--- src/rtl/mandel_pkg.sv ---
// Shared constants and state type for the Mandelbrot escape-iteration engine.
package mandel_pkg;

  localparam int unsigned ENGINE_DATA_WIDTH = 25;
  localparam int unsigned FRAC_BITS         = 21;
  localparam int unsigned ITER_W            = 16;
  localparam int unsigned PIX_W             = 20;

  // 4.0 in unsigned Q4.21, sized to hold the un-truncated zr2+zi2 sum
  localparam logic [ENGINE_DATA_WIDTH:0] ESCAPE_THRESH =
    (ENGINE_DATA_WIDTH + 1)'(4 << FRAC_BITS);

  typedef enum logic [1:0] {
    ST_IDLE = 2'd0,
    ST_RUN  = 2'd1,
    ST_DONE = 2'd2
  } esc_state_e;

endpackage

--- src/rtl/escape_compare.sv ---
// Combinational |z|^2 escape test: flags zr2 + zi2 strictly above 4.0.
module escape_compare #(
  parameter int unsigned W = mandel_pkg::ENGINE_DATA_WIDTH
) (
  input  logic [W-1:0] zr2,
  input  logic [W-1:0] zi2,
  output logic         escape_c
);
  import mandel_pkg::*;

  logic [W:0] sum;

  // One extra bit keeps the full sum; the threshold is exclusive.
  assign sum      = {1'b0, zr2} + {1'b0, zi2};
  assign escape_c = (sum > (W + 1)'(ESCAPE_THRESH));

endmodule

--- src/rtl/escape_counter.sv ---
// Per-pixel iteration counter: counts engine samples until escape or the
// iteration limit, then holds the result until the consumer accepts it.
module escape_counter #(
  parameter int unsigned ENGINE_DATA_WIDTH = mandel_pkg::ENGINE_DATA_WIDTH,
  parameter int unsigned ITER_W            = mandel_pkg::ITER_W,
  parameter int unsigned PIX_W             = mandel_pkg::PIX_W
) (
  input  logic                         clk,
  input  logic                         reset,
  input  logic                         start,
  input  logic [PIX_W-1:0]             pixel_id,
  input  logic [ITER_W-1:0]            max_iter,
  input  logic                         sq_valid,
  input  logic [ENGINE_DATA_WIDTH-1:0] zr2,
  input  logic [ENGINE_DATA_WIDTH-1:0] zi2,
  output logic                         eng_en,
  output logic                         res_valid,
  input  logic                         res_ready,
  output logic [ITER_W-1:0]            res_iter,
  output logic                         res_escaped,
  output logic [PIX_W-1:0]             res_pixel_id,
  output logic                         busy
);
  import mandel_pkg::*;

  esc_state_e          state_q, state_d;
  logic [ITER_W-1:0]   count_q, count_d;
  logic [ITER_W-1:0]   max_q, max_d;
  logic [ITER_W-1:0]   iter_d;
  logic                esc_d;
  logic [PIX_W-1:0]    pix_d;
  logic [ITER_W:0]     count_inc;
  logic                escape_c;

  escape_compare #(
    .W (ENGINE_DATA_WIDTH)
  ) u_cmp (
    .zr2      (zr2),
    .zi2      (zi2),
    .escape_c (escape_c)
  );

  // count stays below max_q while running, so the widened increment never wraps
  assign count_inc = {1'b0, count_q} + (ITER_W + 1)'(1);

  always_comb begin
    state_d = state_q;
    count_d = count_q;
    max_d   = max_q;
    iter_d  = res_iter;
    esc_d   = res_escaped;
    pix_d   = res_pixel_id;
    case (state_q)
      ST_IDLE: begin
        if (start) begin
          pix_d   = pixel_id;
          max_d   = max_iter;
          count_d = '0;
          if (max_iter == '0) begin
            iter_d  = '0;
            esc_d   = 1'b0;
            state_d = ST_DONE;
          end else begin
            state_d = ST_RUN;
          end
        end
      end
      ST_RUN: begin
        if (sq_valid) begin
          if (escape_c) begin
            iter_d  = count_q;
            esc_d   = 1'b1;
            state_d = ST_DONE;
          end else if (count_inc == {1'b0, max_q}) begin
            iter_d  = max_q;
            esc_d   = 1'b0;
            state_d = ST_DONE;
          end else begin
            count_d = count_inc[ITER_W-1:0];
          end
        end
      end
      ST_DONE: begin
        if (res_ready) begin
          state_d = ST_IDLE;
        end
      end
      default: state_d = ST_IDLE;
    endcase
  end

  // Status outputs are registered from the next state so they track state_q exactly.
  always_ff @(posedge clk or negedge reset) begin
    if (!reset) begin
      state_q      <= ST_IDLE;
      count_q      <= '0;
      max_q        <= '0;
      res_iter     <= '0;
      res_escaped  <= 1'b0;
      res_pixel_id <= '0;
      eng_en       <= 1'b0;
      res_valid    <= 1'b0;
      busy         <= 1'b0;
    end else begin
      state_q      <= state_d;
      count_q      <= count_d;
      max_q        <= max_d;
      res_iter     <= iter_d;
      res_escaped  <= esc_d;
      res_pixel_id <= pix_d;
      eng_en       <= (state_d == ST_RUN);
      res_valid    <= (state_d == ST_DONE);
      busy         <= (state_d != ST_IDLE);
    end
  end

endmodule
--- config.mk ---
export PLATFORM = sky130hd
export DESIGN_NAME = escape_counter
export DESIGN_NICKNAME = d
export VERILOG_FILES = /design/src/rtl/mandel_pkg.sv /design/src/rtl/escape_compare.sv /design/src/rtl/escape_counter.sv
export SDC_FILE = /design/constraint.sdc
export NUM_CORES = 1
export LEC_CHECK = 0
export ABC_AREA = 1
export CORE_MARGIN = 10
export CORE_UTILIZATION = 40
export DETAILED_ROUTE_END_ITERATION = 10
export PLACE_DENSITY = 0.67
export SYNTH_ARGS = -nofsm -noshare
export SYNTH_HDL_FRONTEND = slang
export SYNTH_SLANG_ARGS = --single-unit
--- constraint.sdc ---
create_clock -name clk -period 5.5 [get_ports clk]
set_input_delay 0.825 -clock clk [delete_from_list [all_inputs] [get_ports clk]]
set_output_delay 0.825 -clock clk [all_outputs]
set_load 0.005 [all_outputs]
==> metrics.txt, run 1 <==
Die Ht=141 µm; Cells after Synth=898; Post-CTS Setup Bufs=0; worst reg2reg path startpoint=count_q[0]; Worst-Skew Late Latency=0.33 ns; Slew @ Worst Pin=0.930 ns; Max-slew headroom=38.0%; CTS buffer count=9; VDD IR max=238 µV; CP Capture Type=register; Cell Count, Final, Fillers Out=1214; Routed Antenna Nets=0; worst clock skew=0.00458 ns; Tmin final=4.37 ns; die width=141 µm; cts hold-fix bufs=0; FF-to-FF path depth=15; Port Buffers=130; DRT Wirelength=15500 µm; Yosys top cell by area=dfrtp_1; kind of critical path=in -> reg; hpwl dp=12400 µm; post-CTS resize count=0; first-pass GRT wire length=26000 µm; clk slew on worst S/H paths=0.06 ns; Die ar.=0.0198 mm²; worst-path fanout max=33; Final Cycle Share=79.4%; Remaining DRCs=0; end of the worst hold path=count_q[14]; vias in the first global route=5580; Filler Cells Inserted=1436; Clock Tree Buf Depth=2; final setup TNS=0 ns; Core ar.=0.0144 mm²; area share of the largest cell type after synthesis=31.8%; leakage=3.90 nW; worst reg2reg setup slack=2.53 ns; Syn. warnings=0; hold path cells=2; Post-synth EDFFs=0; pin count of the biggest net entering global routing=75; Yosys reg bits=74; Final Hold Fails=0; post-route core utilization=52.8%; ANT cells=0; RSZ-0062 raised after global routing=no; Post-synth ARST share=100%; Yosys cell types=36; Total GRT Usage=15.5%; Avg Inst Size Synth=6.48 µm²; Pwr Density=346 mW/mm²; Initial Util=40.5%; mapped cell area=0.00582 mm²; CTS tree=yes; number of antenna violations at the first check in global routing=0; syn nets=1016; Area contributors post-synth=dfrtp_1 (32%), nand2_1 (21%), inv_1 (9.2%); commonest non-fill, non-tap cell in the layout=nand2_1; Seq/Total Area, Yosys=31.8%; FF-to-FF End=res_iter[3]; WL/cell=12.7 µm; routability cong.=0.928; clock root cell=clkbuf_16; Row Count=44; Post-layout nets=1143; Max Slew Vio Count=0; DRT iter0 DRCs=384; Syn-to-layout area delta=30.4%; final setup vio count=0; Worst Setup Start Kind=input pin; top_reg_cell synth=dfrtp_1; worst hold-check path type=reg -> reg; hold wc startpoint=count_q[14]; Cells after DPL=1198; I/O pin cnt=131; post-layout power=2.63 mW; Via Count=5706; Initial DRT Pass Iterations=5; grt total ovfl=0; FMAX=229 MHz; Worst Path Arrival=4.59 ns; vias per cell=4.70; most frequent cells in the layout=nand2_1 (320), inv_1 (142), clkdlybuf4s50_1 (129); H-tree levels=3; layout cells sized above 1=5.73%; Critical Path RT=5.72 ns; Max Cap Viol=0; CTS Sinks=74; status=finished, final reports clean
==> worst max-delay path by stage <==
stage | startpoint | endpoint | cells after the start | slack [ns]
finish | zr2[0] | res_iter[3] | 22 | 1.13
global route | zr2[0] | res_iter[5] | 22 | 0.67
CTS | zr2[0] | res_iter[3] | 22 | 1.13
detailed placement | zr2[0] | res_iter[3] | 22 | 0.77
global placement | zr2[0] | res_iter[15] | 22 | 0.92
floorplan | zr2[0] | count_q[0] | 22 | 2.40
==> cell type report <==
| type | count | area [µm²] | share of cell area [%] |
|---|---|---|---|
| Clock buffer | 12 | 256 | 3.38 |
| Clock inverter | 4 | 50.0 | 0.660 |
| Inverter | 146 | 548 | 7.22 |
| Multi-Input combinational cell | 661 | 3330 | 43.9 |
| Sequential cell | 74 | 1850 | 24.4 |
| Tap cell | 184 | 230 | 3.03 |
| Timing Repair Buffer | 133 | 1320 | 17.4 |
==> cell families after synthesis <==
kind of cell / count (synthesis) / share of synthesized area [%]
mux: 21 / 4.06
fa+ha+maj: 27 / 5.94
compound gates: 53 / 4.86
simple gates: 537 / 38.6
flops: 74 / 31.8
buf+inv: 163 / 10.9
xor+xnor: 23 / 3.83
==> synth_stat cells, types with 2 or more instances <==
master,instances
inv_1,142
buf_4,3
nand3b_1,2
nand3_2,3
nor2_1,102
buf_2,4
dfrtp_1,74
nand4_1,18
nand2_1,320
xnor2_1,3
nor2_2,2
xor2_1,18
clkbuf_1,9
nor3_1,6
nand3_1,76
ha_1,26
inv_2,4
o21bai_1,2
a21oi_1,16
nand2_4,2
mux2_2,21
o21ai_0,24
o21ai_1,6
nand2_2,3
==> registers in the layout (all words and copies together), names as in the netlist <==
signal        count
busy              1
count_q          16
eng_en            1
max_q            16
res_escaped       1
res_iter         16
res_pixel_id     20
res_valid         1
state_q           2
==> report_power, final <==
part           total (mW)  internal, mW  switching (mW)
combinational        1.16         0.572           0.586
sequential          0.875         0.746           0.129
clock               0.593         0.375           0.218
==> stage by stage <==
stage | hold WS, ns | setup WS, ns | cell area, µm²
floorplan | 0.442 | 2.40 | 5820
global placement | 0.458 | 0.920 | 7280
detailed placement | 0.462 | 0.774 | 7280
CTS | 0.477 | 1.13 | 7590
global route | 0.510 | 0.674 | 7590
finish | 0.475 | 1.13 | 7590
==> routing by layer <==
metal | routed length [µm] | GRT usage (%)
met5 | 0 | 0
met4 | 146 | 3.04
met3 | 983 | 4.10
met2 | 7080 | 25.3
met1 | 7250 | 20.1
==> critical path: stages <==
cell             delay, ns
clkdlybuf4s50_1       0.46
ha_1                  0.20
inv_1                 0.07
fa_1                  0.38
inv_1                 0.11
nand3_1               0.07
nand3_1               0.18
nand2_1               0.10
nand3_1               0.15
nand2_1               0.09
nand3_1               0.07
nand2_1               0.05
nor2_1                0.10
nand2_1               0.06
nor2_1                0.10
nand3_1               0.12
nand2_2               0.45
nand2_2               0.16
nand2_2               0.37
nand2_1               0.24
nand2_1               0.14
nand2_1               0.05
Power figures use the tool's default switching activity.
==> run 2, diff against run 1 <==
clock period = 4.4 ns   (was 5.5 ns; I/O delays follow)
==> run 2 against run 1 <==
Effect of this change:
- critical path depth did not move
- register-to-register slack worse by 1.1 ns
- global-route usage up 0.64 points
- critical endpoint is now res_iter[4]
- largest cell class unchanged
- flip-flop and latch count did not move
- clock skew rose by 0.0035 ns
- routed wire length up 3.7%
==> metrics.txt, run 2 (synthesis gave the netlist of run 1 again) <==
leakage=3.89 nW; Total GRT Usage=16.1%; routability cong.=0.878; Int Power=2.03 mW; FF-to-FF End=res_escaped; clk slew on worst S/H paths=0.06 ns; worst-path fanout max=13; grt total ovfl=0; Initial Util=40.5%; Max Cap Viol=0; WP buf/inv=3; Final Cycle Share=81.3%; Post-layout nets=1146; Worst Setup Start Kind=input pin; slowest cell on the critical path=clkdlybuf4s50_1; Via Count=5819; Post-CTS Setup Bufs=0; combinational group share of total power=45.4%; Die Ht=141 µm; worst hold-check path type=in -> async; cts hold-fix bufs=0; Worst-Skew Late Latency=0.34 ns; Routed Antenna Nets=0; hpwl dp=12800 µm; CTS Sinks=74; worst reg2reg setup slack=1.42 ns; DRT iter0 DRCs=416; Fin Hold WS=0.419 ns; Switching Fraction=37.0%; worst reg2reg path startpoint=count_q[0]; CTS buffer count=9; WL/cell=13.2 µm; stages on the worst setup path=22; Syn-to-layout area delta=30.0%; Net Sw Power=1.19 mW; number of antenna violations at the first check in global routing=0; DRT Wirelength=16000 µm; post-route core utilization=52.6%; H-tree levels=3; Port Buffers=130; final setup vio count=0; vias per cell=4.79; layout cells sized above 1=5.91%; final setup TNS=0 ns; vias in the first global route=5691; Worst Path Arrival=3.80 ns; Pwr Density=427 mW/mm²; clock share of power=20.4%; VDD IR max=331 µV; worst clock skew=0.00810 ns; commonest non-fill, non-tap cell in the layout=nand2_1; clock root cell=clkbuf_16; FF-to-FF path depth=16; RSZ-0062 raised after global routing=no; Row Count=44; cell family with most CP delay=simple AND/OR/NAND/NOR gates; Max Slew Vio Count=0; max reg flops=20; most used cell, CP=nand2_1; Clock Tree Buf Depth=2; Biggest register=res_pixel_id; status=finished, final reports clean; kind of critical path=in -> reg; ANT cells=0; CTS tree=yes; Critical Path Start=zr2[0]; most frequent cells in the layout=nand2_1 (320), inv_1 (142), clkdlybuf4s50_1 (129); Remaining DRCs=0; FMAX=280 MHz; Die ar.=0.0198 mm²; I/O pin cnt=131; post-CTS resize count=0; Max-slew headroom=44.0%; Critical Path RT=4.63 ns; first-pass GRT wire length=26800 µm; pin count of the biggest net entering global routing=53; Tmin final=3.58 ns; Final Hold Fails=0; crit-path max cell delay=0.46 ns; CP Capture Type=register; CP cell instances=clkdlybuf4s50_1, ha_1, inv_1, fa_1, inv_1, nand3_1, nand3_1, nand2_1, nand3_1, nand2_1, nand3_1, nand2_1, nor2_1, nand2_1, nor2_1, nand3_1, nand2_2, nand2_2, nand2_2, nand2_1, nand2_1, nand2_1; Core ar.=0.0144 mm²; Seq pwr share=34.1%; Slew @ Worst Pin=0.839 ns; Initial DRT Pass Iterations=5; die width=141 µm
run 2: cell count changes in the layout (fill, tap and decap cells not counted), sizes merged:
cell	previous run	this run
buf	4	7
clkbuf	12	10
bufinv	1	0
clkinv	1	2
clkinvlp	2	3
run 2: worst max path at each step:
stage              endpoint
2_1_floorplan    count_q[0]
3_3_place_gp   res_iter[15]
3_5_place_dp   res_iter[15]
4_1_cts        res_iter[15]
5_1_grt        res_iter[12]
6_report        res_iter[4]
run 2: final cells by class:
type                    count  area (µm²)
repair buffers            136        1340
clock buffers              10         229
inverters                 146         548
fillers                  1480        6810
flip-flops and latches     74        1850
clock inverters             5        32.5
multi-input cells         661        3330
well taps                 184         230
run 2: power by group through the flow:
stage                     clock network (mW)  logic [mW]  registers [mW]
after floorplan                            0       0.827            1.09
after global placement                     0        1.46            1.11
after detailed placement                   0        1.47            1.11
after CTS                              0.671        1.48            1.11
after global routing                   0.706        1.66            1.13
final                                  0.659        1.47            1.10
run 2: per-stage QoR:
step | setup slack (ns) | power, mW | instance area (µm²) | instances
final | 0.825 | 3.23 | 7560 | 1216
after global placement | 0.625 | 2.57 | 7300 | 1201
after global routing | 0.384 | 3.50 | 7560 | 1216
after detailed placement | 0.505 | 2.59 | 7300 | 1201
after floorplan | 1.47 | 1.91 | 5820 | 898
after CTS | 0.838 | 3.26 | 7560 | 1216
run 2: per-layer routing:
metal / track usage [%] / vias up / wire (µm)
li1: - / 3045 / -
met1: 20.8 / 2594 / 7300
met2: 26.0 / 162 / 7330
met3: 4.64 / 18 / 1190
met4: 3.70 / 0 / 209
met5: 0 / - / 0
==> run 3, diff against run 2 <==
clock period = 3.7 ns   (was 4.4 ns; I/O delays follow)
==> run 3 against run 2 <==
Effect of this change:
- clock-buffer cell count unchanged
- final area increased by 0.55%
- final cell count increased by 0.41%
- clock power increased by 20%
- routed wire length decreased by 1.4%
- setup slack got worse by 0.45 ns
- hold slack improved by 0.024 ns
- power increased by 19%
- register-to-register slack got worse by 0.50 ns
- largest power group unchanged
- critical endpoint is now res_iter[13]
- combinational power increased by 18%
- clock skew decreased by 0.0048 ns
- utilization increased by 0.29 points
==> metrics.txt, run 3 (synthesis gave the netlist of run 1 again) <==
Max Cap Viol=0; Syn-to-layout area delta=30.7%; grt total ovfl=0; CTS buffer count=9; leakage=3.91 nW; cell family with most CP delay=simple AND/OR/NAND/NOR gates; worst reg2reg setup slack=0.92 ns; Worst Setup Start Kind=input pin; Port Buffers=130; Pwr Density=503 mW/mm²; Final Hold Fails=0; first-pass GRT wire length=26600 µm; CTS tree=yes; worst clock skew=0.00330 ns; Total GRT Usage=15.9%; Worst Path Arrival=3.59 ns; Int Power=2.43 mW; clock root cell=clkbuf_16; worst setup margin=0.375 ns; crit-path max cell delay=0.46 ns; Core ar.=0.0144 mm²; ANT cells=0; cts hold-fix bufs=0; WL/cell=12.9 µm; Remaining DRCs=0; worst hold-check path type=in -> async; FMAX=301 MHz; Clock Tree Buf Depth=2; H-tree levels=3; Cell Count, Final, Fillers Out=1221; Critical Path RT=3.97 ns; Cells after DPL=1205; WP buf/inv=5; slowest cell on the critical path=clkdlybuf4s50_1; kind of critical path=in -> reg; clock share of power=20.6%; Initial Util=40.5%; Max-slew headroom=37.7%; most frequent cells in the layout=nand2_1 (320), inv_1 (142), clkdlybuf4s50_1 (129); Fin Hold WS=0.443 ns; Net Sw Power=1.39 mW; DRT Wirelength=15800 µm; Post-layout nets=1150; routability cong.=0.911; CTS Sinks=74; hpwl dp=12700 µm; vias per cell=4.74; Via Count=5792; die width=141 µm; pin count of the biggest net entering global routing=75; vias in the first global route=5692; max reg flops=20; layout cells sized above 1=6.36%; clk slew on worst S/H paths=0.06 ns; most used cell, CP=nand2_1; Die ar.=0.0198 mm²; combinational group share of total power=45.5%; final setup TNS=0 ns; Filler Cells Inserted=1442; Seq pwr share=33.9%; Final Cycle Share=89.9%; DRT iter0 DRCs=465; commonest non-fill, non-tap cell in the layout=nand2_1; Post-CTS Setup Bufs=0; Max Slew Vio Count=0; number of antenna violations at the first check in global routing=0; Tmin final=3.33 ns; Worst-Skew Late Latency=0.33 ns; post-CTS resize count=0; Die Ht=141 µm; Slew @ Worst Pin=0.934 ns; worst-path fanout max=18; Biggest register=res_pixel_id; CP cell instances=clkdlybuf4s50_1, ha_1, inv_1, fa_1, inv_1, nand3_1, nand3_1, buf_4, nand2_1, nand4_1, nand2_1, nor2_1, nand2_1, nor3_2, nand3_1, nand2_2, buf_4, nor2_1, nor2_1, nand2_1, nand2_1; CP Capture Type=register; Row Count=44; status=finished, final reports clean; I/O pin cnt=131; Initial DRT Pass Iterations=5; DP Worst Slack=0.0949 ns; Routed Antenna Nets=0; RSZ-0062 raised after global routing=no; final setup vio count=0; VDD IR max=399 µV; Switching Fraction=36.4%
[run 3: changes by cell type in the layout (fill, tap and decap cells not counted), sizes merged]
cell,before,now
clkinvlp,3,4
buf,7,11
[run 3: worst reg2reg max path, delay by kind of cell (launching register included)]
| family | cells | cell delay [ns] |
|---|---|---|
| adder cells (fa/ha/maj) | 1 | 0.24 |
| XOR/XNOR | 1 | 0.22 |
| flip-flops | 1 | 0.46 |
| AND/OR/NAND/NOR | 13 | 1.55 |
| buffers and inverters | 1 | 0.19 |
[run 3: power by group through the flow]
stage / Combinational (mW) / Clock [mW] / Sequential [mW]
3_3_place_gp: 1.73 / 0 / 1.31
6_report: 1.74 / 0.789 / 1.30
2_1_floorplan: 0.983 / 0 / 1.29
5_1_grt: 1.95 / 0.849 / 1.33
3_5_place_dp: 1.75 / 0 / 1.31
4_1_cts: 1.76 / 0.808 / 1.30
[run 3: path summary, 6_finish.rpt]
kind                                    endpoint        start  cells past startpoint
worst max-delay path                res_iter[13]       zr2[0]                     21
worst min-delay path                      eng_en        reset                      2
worst max register to register       count_q[12]   count_q[0]                     16
worst min register to register       count_q[14]  count_q[14]                      2
max in group asynchronous       res_pixel_id[19]        reset                      2
min in group clk                     count_q[14]  count_q[14]                      2
[run 3: cell type report]
class / instances / area, µm² / area share [%]
multi-input cells: 661 / 3330 / 43.8
flip-flops and latches: 74 / 1850 / 24.4
inverters: 146 / 548 / 7.21
repair buffers: 140 / 1370 / 18.0
clock buffers: 10 / 229 / 3.01
well taps: 184 / 230 / 3.03
clock inverters: 6 / 43.8 / 0.576
[run 3: stage by stage]
stage	power [mW]	instance area (µm²)	utilization [%]
after floorplan	2.28	5820	-
after global placement	3.03	7330	51.0
after detailed placement	3.06	7330	51.0
after CTS	3.87	7600	52.9
after global routing	4.13	7600	52.9
final	3.83	7600	52.9
[run 3: routing by layer]
layer  global-route usage [%]  wire length, µm  part of all wire, %
met1                     20.7             7250                   46
met3                     4.13              991                  6.3
met2                     25.9             7370                   47
met4                     3.15              191                  1.2
met5                        0                0                    0
